`src/rtl/id_pkg.sv`:
```
// rtl/id_pkg.sv - shared encodings for the pipelined RV32I decode stage
package id_pkg;

    localparam logic [6:0] OP_LUI    = 7'b0110111;
    localparam logic [6:0] OP_AUIPC  = 7'b0010111;
    localparam logic [6:0] OP_JAL    = 7'b1101111;
    localparam logic [6:0] OP_JALR   = 7'b1100111;
    localparam logic [6:0] OP_BRANCH = 7'b1100011;
    localparam logic [6:0] OP_LOAD   = 7'b0000011;
    localparam logic [6:0] OP_STORE  = 7'b0100011;
    localparam logic [6:0] OP_IMM    = 7'b0010011;
    localparam logic [6:0] OP_REG    = 7'b0110011;
    localparam logic [6:0] OP_FENCE  = 7'b0001111;
    localparam logic [6:0] OP_SYSTEM = 7'b1110011;

    typedef enum logic [3:0] {
        CLS_ILLEGAL = 4'd0,
        CLS_LUI     = 4'd1,
        CLS_AUIPC   = 4'd2,
        CLS_JAL     = 4'd3,
        CLS_JALR    = 4'd4,
        CLS_BRANCH  = 4'd5,
        CLS_LOAD    = 4'd6,
        CLS_STORE   = 4'd7,
        CLS_ALU_IMM = 4'd8,
        CLS_ALU_REG = 4'd9,
        CLS_FENCE   = 4'd10,
        CLS_SYSTEM  = 4'd11
    } cls_e;

    localparam logic [1:0] FWD_REG = 2'd0;
    localparam logic [1:0] FWD_EX  = 2'd1;
    localparam logic [1:0] FWD_MEM = 2'd2;

    localparam logic [2:0] F3_BEQ  = 3'b000;
    localparam logic [2:0] F3_BNE  = 3'b001;
    localparam logic [2:0] F3_BLT  = 3'b100;
    localparam logic [2:0] F3_BGE  = 3'b101;
    localparam logic [2:0] F3_BLTU = 3'b110;
    localparam logic [2:0] F3_BGEU = 3'b111;

    typedef enum logic [1:0] {
        ST_RUN   = 2'd0,
        ST_STALL = 2'd1,
        ST_KILL  = 2'd2
    } state_e;

endpackage

```
`src/rtl/id_decode.sv`:
```
// rtl/id_decode.sv - combinational RV32I opcode class, immediate and register-use decode
module id_decode
    import id_pkg::*;
#(
    parameter int XLEN = 32
) (
    input  logic [31:0]     inst_i,
    output logic [3:0]      cls_o,
    output logic [XLEN-1:0] imm_o,
    output logic            reg_we_o,
    output logic            is_load_o,
    output logic            rs1_used_o,
    output logic            rs2_used_o
);

    cls_e               cls;
    logic signed [31:0] imm32;

    always_comb begin
        cls = CLS_ILLEGAL;
        case (inst_i[6:0])
            OP_LUI:    cls = CLS_LUI;
            OP_AUIPC:  cls = CLS_AUIPC;
            OP_JAL:    cls = CLS_JAL;
            OP_JALR:   cls = CLS_JALR;
            OP_BRANCH: cls = CLS_BRANCH;
            OP_LOAD:   cls = CLS_LOAD;
            OP_STORE:  cls = CLS_STORE;
            OP_IMM:    cls = CLS_ALU_IMM;
            OP_REG:    cls = CLS_ALU_REG;
            OP_FENCE:  cls = CLS_FENCE;
            OP_SYSTEM: cls = CLS_SYSTEM;
            default:   cls = CLS_ILLEGAL;
        endcase
    end

    always_comb begin
        imm32 = '0;
        case (cls)
            CLS_JALR, CLS_LOAD, CLS_ALU_IMM, CLS_SYSTEM:
                imm32 = {{20{inst_i[31]}}, inst_i[31:20]};
            CLS_STORE:
                imm32 = {{20{inst_i[31]}}, inst_i[31:25], inst_i[11:7]};
            CLS_BRANCH:
                imm32 = {{19{inst_i[31]}}, inst_i[31], inst_i[7], inst_i[30:25], inst_i[11:8], 1'b0};
            CLS_LUI, CLS_AUIPC:
                imm32 = {inst_i[31:12], 12'b0};
            CLS_JAL:
                imm32 = {{11{inst_i[31]}}, inst_i[31], inst_i[19:12], inst_i[20], inst_i[30:21], 1'b0};
            default:
                imm32 = '0;
        endcase
    end

    // rd == x0 never counts as a write so it cannot trigger forwarding or hazards
    always_comb begin
        reg_we_o   = 1'b0;
        rs1_used_o = 1'b0;
        rs2_used_o = 1'b0;
        case (cls)
            CLS_LUI, CLS_AUIPC, CLS_JAL: reg_we_o = 1'b1;
            CLS_JALR, CLS_LOAD, CLS_ALU_IMM, CLS_SYSTEM: begin
                reg_we_o   = 1'b1;
                rs1_used_o = 1'b1;
            end
            CLS_ALU_REG: begin
                reg_we_o   = 1'b1;
                rs1_used_o = 1'b1;
                rs2_used_o = 1'b1;
            end
            CLS_BRANCH, CLS_STORE: begin
                rs1_used_o = 1'b1;
                rs2_used_o = 1'b1;
            end
            default: ;
        endcase
        if (inst_i[11:7] == 5'd0) reg_we_o = 1'b0;
    end

    assign cls_o     = cls;
    assign imm_o     = XLEN'(imm32);
    assign is_load_o = (cls == CLS_LOAD);

endmodule

```
`src/rtl/id_pipe.sv`:
```
// rtl/id_pipe.sv - pipelined RV32I decode stage with handshake, hazards, ID-resolved branches and kill
module id_pipe
    import id_pkg::*;
#(
    parameter int XLEN         = 32,
    parameter int PC_WORD_ADDR = 1,
    parameter int KILL_SLOTS   = 1
) (
    input  logic            clk,
    input  logic            rst,
    input  logic            if_valid_i,
    input  logic [31:0]     if_inst_i,
    input  logic [XLEN-1:0] if_pc_i,
    output logic            id_ready_o,
    output logic [4:0]      reg1_addr_o,
    output logic [4:0]      reg2_addr_o,
    input  logic [XLEN-1:0] reg1_data_i,
    input  logic [XLEN-1:0] reg2_data_i,
    input  logic            ex_ready_i,
    output logic            ex_valid_o,
    output logic [XLEN-1:0] ex_pc_o,
    output logic [XLEN-1:0] ex_link_o,
    output logic [XLEN-1:0] ex_imm_o,
    output logic [XLEN-1:0] ex_rs1_data_o,
    output logic [XLEN-1:0] ex_rs2_data_o,
    output logic [4:0]      ex_rd_o,
    output logic [2:0]      ex_funct3_o,
    output logic            ex_alu30_o,
    output logic [3:0]      ex_class_o,
    output logic            ex_reg_we_o,
    output logic            ex_is_load_o,
    output logic [1:0]      ex_fwd_a_o,
    output logic [1:0]      ex_fwd_b_o,
    input  logic [4:0]      mem_rd_i,
    input  logic            mem_reg_we_i,
    input  logic            flush_i,
    output logic            redirect_valid_o,
    output logic [XLEN-1:0] redirect_pc_o
);

    localparam logic [XLEN-1:0] PC_STEP = (PC_WORD_ADDR != 0) ? XLEN'(1) : XLEN'(4);
    localparam logic [1:0]      KILL_INIT = 2'(KILL_SLOTS);

    logic [4:0]      rs1, rs2, rd;
    logic [2:0]      funct3;
    logic [3:0]      cls_w;
    cls_e            cls;
    logic [XLEN-1:0] imm;
    logic            reg_we, is_load, rs1_used, rs2_used;

    id_decode #(.XLEN(XLEN)) u_decode (
        .inst_i     (if_inst_i),
        .cls_o      (cls_w),
        .imm_o      (imm),
        .reg_we_o   (reg_we),
        .is_load_o  (is_load),
        .rs1_used_o (rs1_used),
        .rs2_used_o (rs2_used)
    );

    assign cls    = cls_e'(cls_w);
    assign rs1    = if_inst_i[19:15];
    assign rs2    = if_inst_i[24:20];
    assign rd     = if_inst_i[11:7];
    assign funct3 = if_inst_i[14:12];

    assign reg1_addr_o = rs1;
    assign reg2_addr_o = rs2;

    logic            ex_valid_q, ex_reg_we_q, ex_is_load_q, ex_alu30_q;
    logic [XLEN-1:0] ex_pc_q, ex_link_q, ex_imm_q, ex_rs1_data_q, ex_rs2_data_q;
    logic [4:0]      ex_rd_q;
    logic [2:0]      ex_funct3_q;
    logic [3:0]      ex_class_q;
    logic [1:0]      ex_fwd_a_q, ex_fwd_b_q;
    logic            redirect_valid_q;
    logic [XLEN-1:0] redirect_pc_q;
    state_e          state_q, state_d;
    logic [1:0]      kill_cnt_q, kill_cnt_d;

    logic adv, hazard, load_use, cmp_hit, is_cmp, id_ready, xfer, load_en, take;
    logic rs1_ex, rs2_ex, rs1_mem, rs2_mem;
    logic [1:0] fwd_a, fwd_b;

    assign adv = ex_ready_i | ~ex_valid_q;

    assign rs1_ex  = rs1_used & (rs1 != 5'd0) & ex_valid_q & ex_reg_we_q & (ex_rd_q == rs1);
    assign rs2_ex  = rs2_used & (rs2 != 5'd0) & ex_valid_q & ex_reg_we_q & (ex_rd_q == rs2);
    assign rs1_mem = rs1_used & (rs1 != 5'd0) & mem_reg_we_i & (mem_rd_i == rs1);
    assign rs2_mem = rs2_used & (rs2 != 5'd0) & mem_reg_we_i & (mem_rd_i == rs2);

    // ID-resolved compares read only regfile data, so any in-flight producer must drain first
    assign is_cmp   = (cls == CLS_BRANCH) | (cls == CLS_JALR);
    assign load_use = ex_is_load_q & (rs1_ex | rs2_ex);
    assign cmp_hit  = is_cmp & (rs1_ex | rs2_ex | rs1_mem | rs2_mem);
    assign hazard   = if_valid_i & (load_use | cmp_hit);

    assign fwd_a = (rs1_ex & ~ex_is_load_q) ? FWD_EX : (rs1_mem ? FWD_MEM : FWD_REG);
    assign fwd_b = (rs2_ex & ~ex_is_load_q) ? FWD_EX : (rs2_mem ? FWD_MEM : FWD_REG);

    logic [XLEN-1:0] br_off, jalr_sum, jalr_clr, target;

    always_comb begin
        take = 1'b0;
        case (cls)
            CLS_JAL, CLS_JALR: take = 1'b1;
            CLS_BRANCH: begin
                case (funct3)
                    F3_BEQ:  take = (reg1_data_i == reg2_data_i);
                    F3_BNE:  take = (reg1_data_i != reg2_data_i);
                    F3_BLT:  take = ($signed(reg1_data_i) <  $signed(reg2_data_i));
                    F3_BGE:  take = ($signed(reg1_data_i) >= $signed(reg2_data_i));
                    F3_BLTU: take = (reg1_data_i <  reg2_data_i);
                    F3_BGEU: take = (reg1_data_i >= reg2_data_i);
                    default: take = 1'b0;
                endcase
            end
            default: take = 1'b0;
        endcase
    end

    assign br_off   = (PC_WORD_ADDR != 0) ? XLEN'($signed(imm) >>> 2) : imm;
    assign jalr_sum = reg1_data_i + imm;
    assign jalr_clr = jalr_sum & ~XLEN'(1);
    assign target   = (cls == CLS_JALR) ? ((PC_WORD_ADDR != 0) ? (jalr_clr >> 2) : jalr_clr)
                                        : (if_pc_i + br_off);

    always_comb begin
        state_d    = state_q;
        kill_cnt_d = kill_cnt_q;
        id_ready   = 1'b0;
        if (flush_i) begin
            state_d    = ST_RUN;
            kill_cnt_d = 2'd0;
        end else begin
            case (state_q)
                ST_KILL: begin
                    id_ready = 1'b1;
                    if (if_valid_i) begin
                        kill_cnt_d = kill_cnt_q - 2'd1;
                        if (kill_cnt_q <= 2'd1) state_d = ST_RUN;
                    end
                end
                default: begin
                    id_ready = adv & ~hazard;
                    if (if_valid_i & id_ready & take & (KILL_SLOTS > 0)) begin
                        state_d    = ST_KILL;
                        kill_cnt_d = KILL_INIT;
                    end else begin
                        state_d = hazard ? ST_STALL : ST_RUN;
                    end
                end
            endcase
        end
    end

    assign id_ready_o = id_ready;
    assign xfer       = if_valid_i & id_ready;
    assign load_en    = xfer & (state_q != ST_KILL);

    always_ff @(posedge clk or posedge rst) begin
        if (rst) begin
            state_q          <= ST_RUN;
            kill_cnt_q       <= 2'd0;
            redirect_valid_q <= 1'b0;
            redirect_pc_q    <= '0;
            ex_valid_q       <= 1'b0;
            ex_pc_q          <= '0;
            ex_link_q        <= '0;
            ex_imm_q         <= '0;
            ex_rs1_data_q    <= '0;
            ex_rs2_data_q    <= '0;
            ex_rd_q          <= '0;
            ex_funct3_q      <= '0;
            ex_alu30_q       <= 1'b0;
            ex_class_q       <= '0;
            ex_reg_we_q      <= 1'b0;
            ex_is_load_q     <= 1'b0;
            ex_fwd_a_q       <= '0;
            ex_fwd_b_q       <= '0;
        end else begin
            state_q          <= state_d;
            kill_cnt_q       <= kill_cnt_d;
            redirect_valid_q <= load_en & take;
            if (load_en & take) redirect_pc_q <= target;
            if (flush_i) begin
                ex_valid_q <= 1'b0;
            end else if (adv) begin
                ex_valid_q <= load_en;
                if (load_en) begin
                    ex_pc_q       <= if_pc_i;
                    ex_link_q     <= if_pc_i + PC_STEP;
                    ex_imm_q      <= imm;
                    ex_rs1_data_q <= reg1_data_i;
                    ex_rs2_data_q <= reg2_data_i;
                    ex_rd_q       <= rd;
                    ex_funct3_q   <= funct3;
                    ex_alu30_q    <= if_inst_i[30];
                    ex_class_q    <= cls_w;
                    ex_reg_we_q   <= reg_we;
                    ex_is_load_q  <= is_load;
                    ex_fwd_a_q    <= fwd_a;
                    ex_fwd_b_q    <= fwd_b;
                end
            end
        end
    end

    assign ex_valid_o       = ex_valid_q;
    assign ex_pc_o          = ex_pc_q;
    assign ex_link_o        = ex_link_q;
    assign ex_imm_o         = ex_imm_q;
    assign ex_rs1_data_o    = ex_rs1_data_q;
    assign ex_rs2_data_o    = ex_rs2_data_q;
    assign ex_rd_o          = ex_rd_q;
    assign ex_funct3_o      = ex_funct3_q;
    assign ex_alu30_o       = ex_alu30_q;
    assign ex_class_o       = ex_class_q;
    assign ex_reg_we_o      = ex_reg_we_q;
    assign ex_is_load_o     = ex_is_load_q;
    assign ex_fwd_a_o       = ex_fwd_a_q;
    assign ex_fwd_b_o       = ex_fwd_b_q;
    assign redirect_valid_o = redirect_valid_q;
    assign redirect_pc_o    = redirect_pc_q;

endmodule

```
`config.mk`:
```
export PLATFORM = sky130hd
export DESIGN_NAME = id_pipe
export DESIGN_NICKNAME = d
export VERILOG_FILES = /design/src/rtl/id_pkg.sv /design/src/rtl/id_decode.sv /design/src/rtl/id_pipe.sv
export SDC_FILE = /design/constraint.sdc
export NUM_CORES = 1
export LEC_CHECK = 0
export CAP_MARGIN = 25
export CELL_PAD_IN_SITES_DETAIL_PLACEMENT = 1
export CELL_PAD_IN_SITES_GLOBAL_PLACEMENT = 1
export CORE_ASPECT_RATIO = 0.8
export CORE_MARGIN = 2
export CORE_UTILIZATION = 34
export CTS_CLUSTER_DIAMETER = 100
export DETAILED_ROUTE_END_ITERATION = 8
export HOLD_SLACK_MARGIN = 0.05
export PLACE_DENSITY = 0.76
export SYNTH_ARGS = -nofsm -noshare
export SYNTH_HDL_FRONTEND = slang
export SYNTH_SLANG_ARGS = --single-unit
export TNS_END_PERCENT = 30
```
`constraint.sdc`:
```
create_clock -name clk -period 9.1 [get_ports clk]
set_input_delay 2.73 -clock clk [delete_from_list [all_inputs] [get_ports clk]]
set_output_delay 2.73 -clock clk [all_outputs]
set_load 0.01 [all_outputs]
```
# Yosys cells after proc, flatten, opt, wreduce, memory -nomap -nowiden
# Cells that the tools add are included.
[op_classes]
add_sub_neg = 4
n_lt_le_gt_ge = 5
n_eq_ne = 36
muxes = 27
bitwise = 33
n_reduce_logical = 15
[op_table]
columns = ["op", "n"]
rows = [
  ["32-bit case mux with 5 select lines", 1],
  ["32-bit adder", 2],
  ["32-bit greater-or-equal comparator", 2],
  ["32-bit less-than comparator", 2],
  ["4-bit case mux with 11 select lines", 1],
  ["32-bit by 1-bit adder with 32-bit output (second input constant)", 1],
  ["32-bit equality test", 1],
  ["32-bit two-way mux", 1],
  ["32-bit inequality test", 1],
  ["7-bit equality test (second input constant)", 4],
  ["2-bit two-way mux", 13],
  ["1-bit bitwise AND", 23],
  ["7-bit by 6-bit equality test with 1-bit output (second input constant)", 3],
  ["5-bit equality test", 4],
  ["4-bit by 3-bit equality test with 1-bit output (second input constant)", 4],
  ["7-bit by 5-bit equality test with 1-bit output (second input constant)", 2],
  ["3-bit equality test (second input constant)", 4],
  ["4-bit equality test (second input constant)", 3],
  ["5-bit nonzero test", 2],
  ["1-bit two-way mux", 9],
  ["4-bit by 2-bit equality test with 1-bit output (second input constant)", 2],
  ["8-bit OR reduction", 1],
  ["7-bit by 2-bit equality test with 1-bit output (second input constant)", 1],
  ["7-bit by 4-bit equality test with 1-bit output (second input constant)", 1],
  ["other kinds (21)", 32],
]
[word_totals]
reg_bits = 217
wordCells = 138

# Longest topological paths before layout
[logic_depth]
depth_word = 23
ltp_mapped = 21
mapped_depth_nobuf = 18

# Hierarchy
# A second synthesis with hierarchy kept.
[unflattened]
hier_cells = 1356
area_unflattened_um2 = 13538.0
[by_module_without_submodules]
columns = ["mod", "n_inst", "cells_each", "area_each_um2", "seq_area_each_um2"]
rows = [
  ["id_pipe", 1, 1250, 12849.8, 5430.2],
  ["id_decode", 1, 106, 688.2, 0.0],
]

# Worst setup path before layout
# OpenSTA, ideal clock, no wires.
[synth_timing]
path_kind = "in2out"
from = "in if_inst_i[20]"
to = "out id_ready_o"
t_arrival_ps = 4271
required_time_ps = 6370
path_slack_ps = 2099
stages = 9
path_buffers = 1
cell_sequence = "buf_6 xnor2_2 nand4_1 nor4b_1 or4b_1 a22oi_2 nand2_1 nand2_1 a21oi_1"
[synth_via]
elab_chain_len = 15
[synth_lines]
columns = ["element", "line_no", "rtl"]
rows = [
  ["start, declared", "id_pipe.sv:12", "input logic [31:0] if_inst_i,"],
  ["5-bit nonzero test", "id_pipe.sv:88, id_pipe.sv:90", ""],
  ["1-bit bitwise AND", "id_pipe.sv:88, id_pipe.sv:90", ""],
  ["1-bit bitwise AND (3 in series)", "id_pipe.sv:88", "assign rs2_ex = rs2_used & (rs2 != 5'd0) & ex_valid_q & ex_reg_we_q & (ex_rd_q == rs2);"],
  ["1-bit bitwise OR", "id_pipe.sv:94, id_pipe.sv:95", ""],
  ["1-bit bitwise OR (2 in series)", "id_pipe.sv:95", "assign cmp_hit = is_cmp & (rs1_ex | rs2_ex | rs1_mem | rs2_mem);"],
  ["1-bit bitwise AND", "id_pipe.sv:95", ""],
  ["1-bit bitwise OR *", "id_pipe.sv:96", "assign hazard = if_valid_i & (load_use | cmp_hit);"],
  ["1-bit bitwise AND *", "id_pipe.sv:96", ""],
  ["1-bit inverter *", "id_pipe.sv:145", "id_ready = adv & ~hazard;"],
  ["1-bit bitwise AND *", "id_pipe.sv:145", ""],
  ["1-bit two-way mux *", "id_pipe.sv:136", "case (state_q)"],
  ["1-bit two-way mux *", "id_pipe.sv:132", "if (flush_i) begin"],
  ["end, declared", "id_pipe.sv:14", "output logic id_ready_o,"],
]
# Every way passes the cells marked *; elsewhere a longest branch is shown, timed or not.

# Worst setup path in the final report
[layout_timing]
from = "in if_inst_i[6]"
to = "out id_ready_o"
[layout_via]
elab_chain_len = 19
[layout_lines]
columns = ["element", "line_no", "rtl"]
rows = [
  ["7-bit equality test (tied with other cells)", "id_decode.sv:21", "case (inst_i[6:0])"],
  ["4-bit case mux with 11 select lines *", "id_decode.sv:21", ""],
  ["4-bit by 3-bit equality test with 1-bit output (tied with other cells)", "id_decode.sv:60", "case (cls)"],
  ["7-bit OR reduction (no line) / 3-bit OR reduction (equally long branches)", "-", ""],
  ["1-bit two-way mux", "id_decode.sv:60", ""],
  ["1-bit bitwise AND, on equally long branches", "-", ""],
  ["1-bit bitwise AND, on equally long branches (3 in series)", "id_pipe.sv:87, id_pipe.sv:88", ""],
  ["1-bit bitwise OR", "id_pipe.sv:94, id_pipe.sv:95", ""],
  ["1-bit bitwise OR (2 in series)", "id_pipe.sv:95", ""],
  ["1-bit bitwise AND", "id_pipe.sv:95", ""],
  ["1-bit bitwise OR *", "id_pipe.sv:96", ""],
  ["1-bit bitwise AND *", "id_pipe.sv:96", ""],
  ["1-bit inverter *", "id_pipe.sv:145", ""],
  ["1-bit bitwise AND *", "id_pipe.sv:145", ""],
  ["1-bit two-way mux *", "id_pipe.sv:136", ""],
  ["1-bit two-way mux *", "id_pipe.sv:132", ""],
]
# Marked as above.

==> flow_summary.json <==
{
  "floorplan.die.height_um": 184,
  "largest_net_degree_at_the_start_of_global_routing": 91,
  "synth_warnings": 0,
  "cts.repair.resized": 0,
  "cts_num_sinks": 217,
  "vias": 12500,
  "unrepaired_setup_endpoints_after_global_routing": "no",
  "post-route-worst-setup-slack_ps": 619,
  "number_of_antenna_violations_at_the_first_check_in_global_routing": 1,
  "fillerInstances": 4537,
  "tritoncts": "yes",
  "design.final.nets": 2043,
  "power_leakage_uw": 0.00831,
  "grt_pass1_vias": 13400,
  "timing.final.crit_share_pct": 93.2,
  "grt_util_all_layers_pct": 25.2,
  "netlist_top_cells_count": "sky130_fd_sc_hd__dfrtp_1 (217), sky130_fd_sc_hd__nand2_1 (205), sky130_fd_sc_hd__o21ai_0 (131)",
  "gr_util_met1_pct": 32.1,
  "routed_wl_um": 53400,
  "numCtsBuffers": 26,
  "count_of_standard_cell_rows": 65,
  "synth.ff_latch_count": 217,
  "groute.layer.met2.usage_pct": 44.3,
  "synth_top_area_share_pct": 39.6,
  "cp_cell_sequence": "clkdlybuf4s50_1 -> nor2b_2 -> and3_1 -> o21ai_2 -> or4b_1 -> a22oi_2 -> nand2_1 -> nand2_1 -> a21oi_1 -> clkdlybuf4s50_1",
  "launching_instance_or_port_of_the_critical_path": "if_inst_i[6]",
  "floorplan.die_area_mm2": 0.0420,
  "worst_hold_slack_ps": 475,
  "ant_diodes": 0,
  "clk_pin_slew_worst_paths_ps": 60,
  "synth.lib_cells_used.distinct": 83,
  "netlist_top_cells_area": "sky130_fd_sc_hd__dfrtp_1 (40%), sky130_fd_sc_hd__ha_1 (8.7%), sky130_fd_sc_hd__mux2_2 (6.5%)",
  "fin_cells": 2363,
  "fmax_mhz": 118,
  "hold_class": "register to register",
  "wl_per_cell_um": 22.6,
  "maxSlewHeadroom_pct": 35.2,
  "fin_setup_tns_ps": 0,
  "htree_levels": 1,
  "dp.final_hpwl_um": 41800,
  "global_route.peak_usage_layer": "met2",
  "final_antenna_net_count": 0,
  "critPathCaptureType": "primary output",
  "clock_latency_ps": 560,
  "first_pass_grt_wire_length_um": 81400,
  "first_pass_iters": 5,
  "drt_first_iter_violations": 704,
  "crit_path_top_delay_cell": "sky130_fd_sc_hd__clkdlybuf4s50_1",
  "final-setup-viol-count": 0,
  "floorplan.initialDensity_pct": 34.6,
  "maxCapViolations": 0,
  "synthesis.nets": 1704,
  "outcome": "complete, no violations",
  "syn-mean-instance-area_um2": 9.33,
  "area_growth_pct": 35.9,
  "critical_path_required_ps": 6370,
  "worst_hold_startpoint": "redirect_pc_o[15]",
  "worst_ir_drop_vdd_uv": 129,
  "postCtsSetupBuffers": 0,
  "cts_hold_buf": 0,
  "timing.critical_path.fanout_max": 12,
  "floorplan.core_area_mm2": 0.0396,
  "ys_seq_area_share_pct": 39.6,
  "number_of_enable_type_register_cells_in_the_synthesized_netlist": 0,
  "synth_most_common_cell": "sky130_fd_sc_hd__dfrtp_1",
  "post_drt_via_cell_ratio": 5.29,
  "synth_ff_type": "sky130_fd_sc_hd__dfrtp_1",
  "post_route_cells_drive_above_1_share_pct": 9.09,
  "synth_largest_area_cell": "sky130_fd_sc_hd__dfrtp_1",
  "cts_root_buf": "sky130_fd_sc_hd__clkbuf_16",
  "io_pins": 363,
  "gp_congestion": 0.902,
  "grt_overflow_total": 0,
  "post-layout-total-power_uw": 3040,
  "post-route-min-period_ps": 8480,
  "ys_async_sr_fraction_pct": 100,
  "power.density_cell_area_mw_per_mm2": 163,
  "post_synth_inst_count": 1469,
  "port-buffer-count": 362,
  "slew_viol_final": 0,
  "final.setup_skew_ps": 16.7,
  "route.detailed.drc": 0,
  "hold_violations": 0,
  "worstPathArrival_ps": 5750,
  "tightest_slew_ps": 969,
  "fp.dieW_um": 229,
  "netlist_area_mm2": 0.0137,
  "timing.critical_path.from_type": "input pin",
  "worst-setup-path-type": "input pin to primary output",
  "cts_max_path_buffers": 3,
  "critPathMaxStageDelay_ps": 700,
  "dp_cells": 2315,
  "met3_capacity_usage_during_global_routing_pct": 4.44,
  "dp_slack_ps": 661,
  "r2r_start": "ex_rd_o[3]"
}
-- worst max-delay path, delay by kind of cell --
kind,cells,cell delay (ps)
simple gates,5,1280
buf+inv,2,1210
compound gates,3,530
-- through the flow --
step                      util, %  cell area [µm²]
after floorplan                 -            13700
after global placement       44.9            17800
after detailed placement     44.9            17800
after CTS                    47.0            18600
after global routing         47.1            18600
final                        47.1            18600
-- final cells by class --
type | instances | area [µm²] | area share (%)
Sequential cell | 217 | 5430 | 29.1
Clock buffer | 37 | 753 | 4.04
Tap cell | 536 | 671 | 3.60
Multi-Input combinational cell | 1122 | 7690 | 41.3
Inverter | 61 | 236 | 1.27
Clock inverter | 10 | 78.8 | 0.423
Timing Repair Buffer | 380 | 3780 | 20.3
-- cell usage in the layout (no fill, tap or decap), types with 5 or more instances in the layout --
cell,Yosys,routed
sky130_fd_sc_hd__clkdlybuf4s50_1,0,362
sky130_fd_sc_hd__dfrtp_1,217,217
sky130_fd_sc_hd__nand2_1,205,205
sky130_fd_sc_hd__o21ai_0,131,131
sky130_fd_sc_hd__ha_1,95,95
sky130_fd_sc_hd__nor2_1,81,81
sky130_fd_sc_hd__mux2_2,79,79
sky130_fd_sc_hd__a21oi_1,76,76
sky130_fd_sc_hd__inv_1,60,59
sky130_fd_sc_hd__xnor2_1,54,54
sky130_fd_sc_hd__xor2_1,48,48
sky130_fd_sc_hd__a21o_1,39,39
sky130_fd_sc_hd__clkbuf_16,0,27
sky130_fd_sc_hd__and3_1,23,23
sky130_fd_sc_hd__nand3_1,23,23
sky130_fd_sc_hd__nor3_1,22,22
sky130_fd_sc_hd__nand4_1,20,20
sky130_fd_sc_hd__mux2_1,18,18
sky130_fd_sc_hd__nand2b_1,17,17
sky130_fd_sc_hd__buf_4,11,17
sky130_fd_sc_hd__a211oi_1,13,13
sky130_fd_sc_hd__o21ai_1,13,13
sky130_fd_sc_hd__o211ai_1,12,12
sky130_fd_sc_hd__and2_1,11,11
sky130_fd_sc_hd__a31oi_1,10,10
sky130_fd_sc_hd__o31ai_1,9,9
sky130_fd_sc_hd__nor4_1,9,8
sky130_fd_sc_hd__clkinv_2,0,8
sky130_fd_sc_hd__o21a_1,7,7
sky130_fd_sc_hd__nor2b_1,6,6
sky130_fd_sc_hd__o21bai_1,6,6
sky130_fd_sc_hd__clkbuf_1,28,6
sky130_fd_sc_hd__nor3b_1,5,5
sky130_fd_sc_hd__and4_1,5,5
-- final timing paths --
kind | to | slack [ps] | cells after the start
setup / recovery | id_ready_o | 620 | 10
hold / removal | redirect_pc_o[15] | 470 | 2
setup reg to reg | ex_pc_o[22] | 5430 | 8
hold reg to reg | redirect_pc_o[15] | 470 | 2
max in group asynchronous | ex_rs2_data_o[4] | 5110 | 3
min in group asynchronous | ex_link_o[15] | 2670 | 2
-- kinds of logic after synthesis --
family          count (synthesis)  synth area share [%]
compound gates                363                  16.3
xor+xnor                      103                  6.64
fa+ha+maj                      96                  8.82
buf+inv                       130                  4.35
flops                         217                  39.6
mux                           100                  8.19
simple gates                  460                  16.1
-- layer usage --
metal  share of wire [%]  up-vias
met5               0.019        -
met4                 2.5        2
met3                 5.6       73
met2                  49      322
met1                  43     6236
li1                    -     5879
-- power breakdown --
| part | total [µW] | leakage [µW] | internal, µW | switching [µW] |
|---|---|---|---|---|
| combinational | 823 | 0.00515 | 427 | 396 |
| clock | 1040 | 0.000418 | 602 | 438 |
| sequential | 1180 | 0.00275 | 1090 | 81.7 |
-- state kept, by name (all words and copies together), names as in the netlist --
register,cells
ex_class_o,4
redirect_pc_o,32
ex_is_load_o,1
ex_fwd_a_o,2
ex_fwd_b_o,2
kill_cnt_q,2
ex_reg_we_o,1
redirect_valid_o,1
ex_rs1_data_o,32
ex_funct3_o,3
ex_rd_o,5
ex_link_o,32
ex_pc_o,32
ex_rs2_data_o,32
state_q,2
ex_imm_o,32
ex_alu30_o,1
ex_valid_o,1
Power figures use the tool's default switching activity.
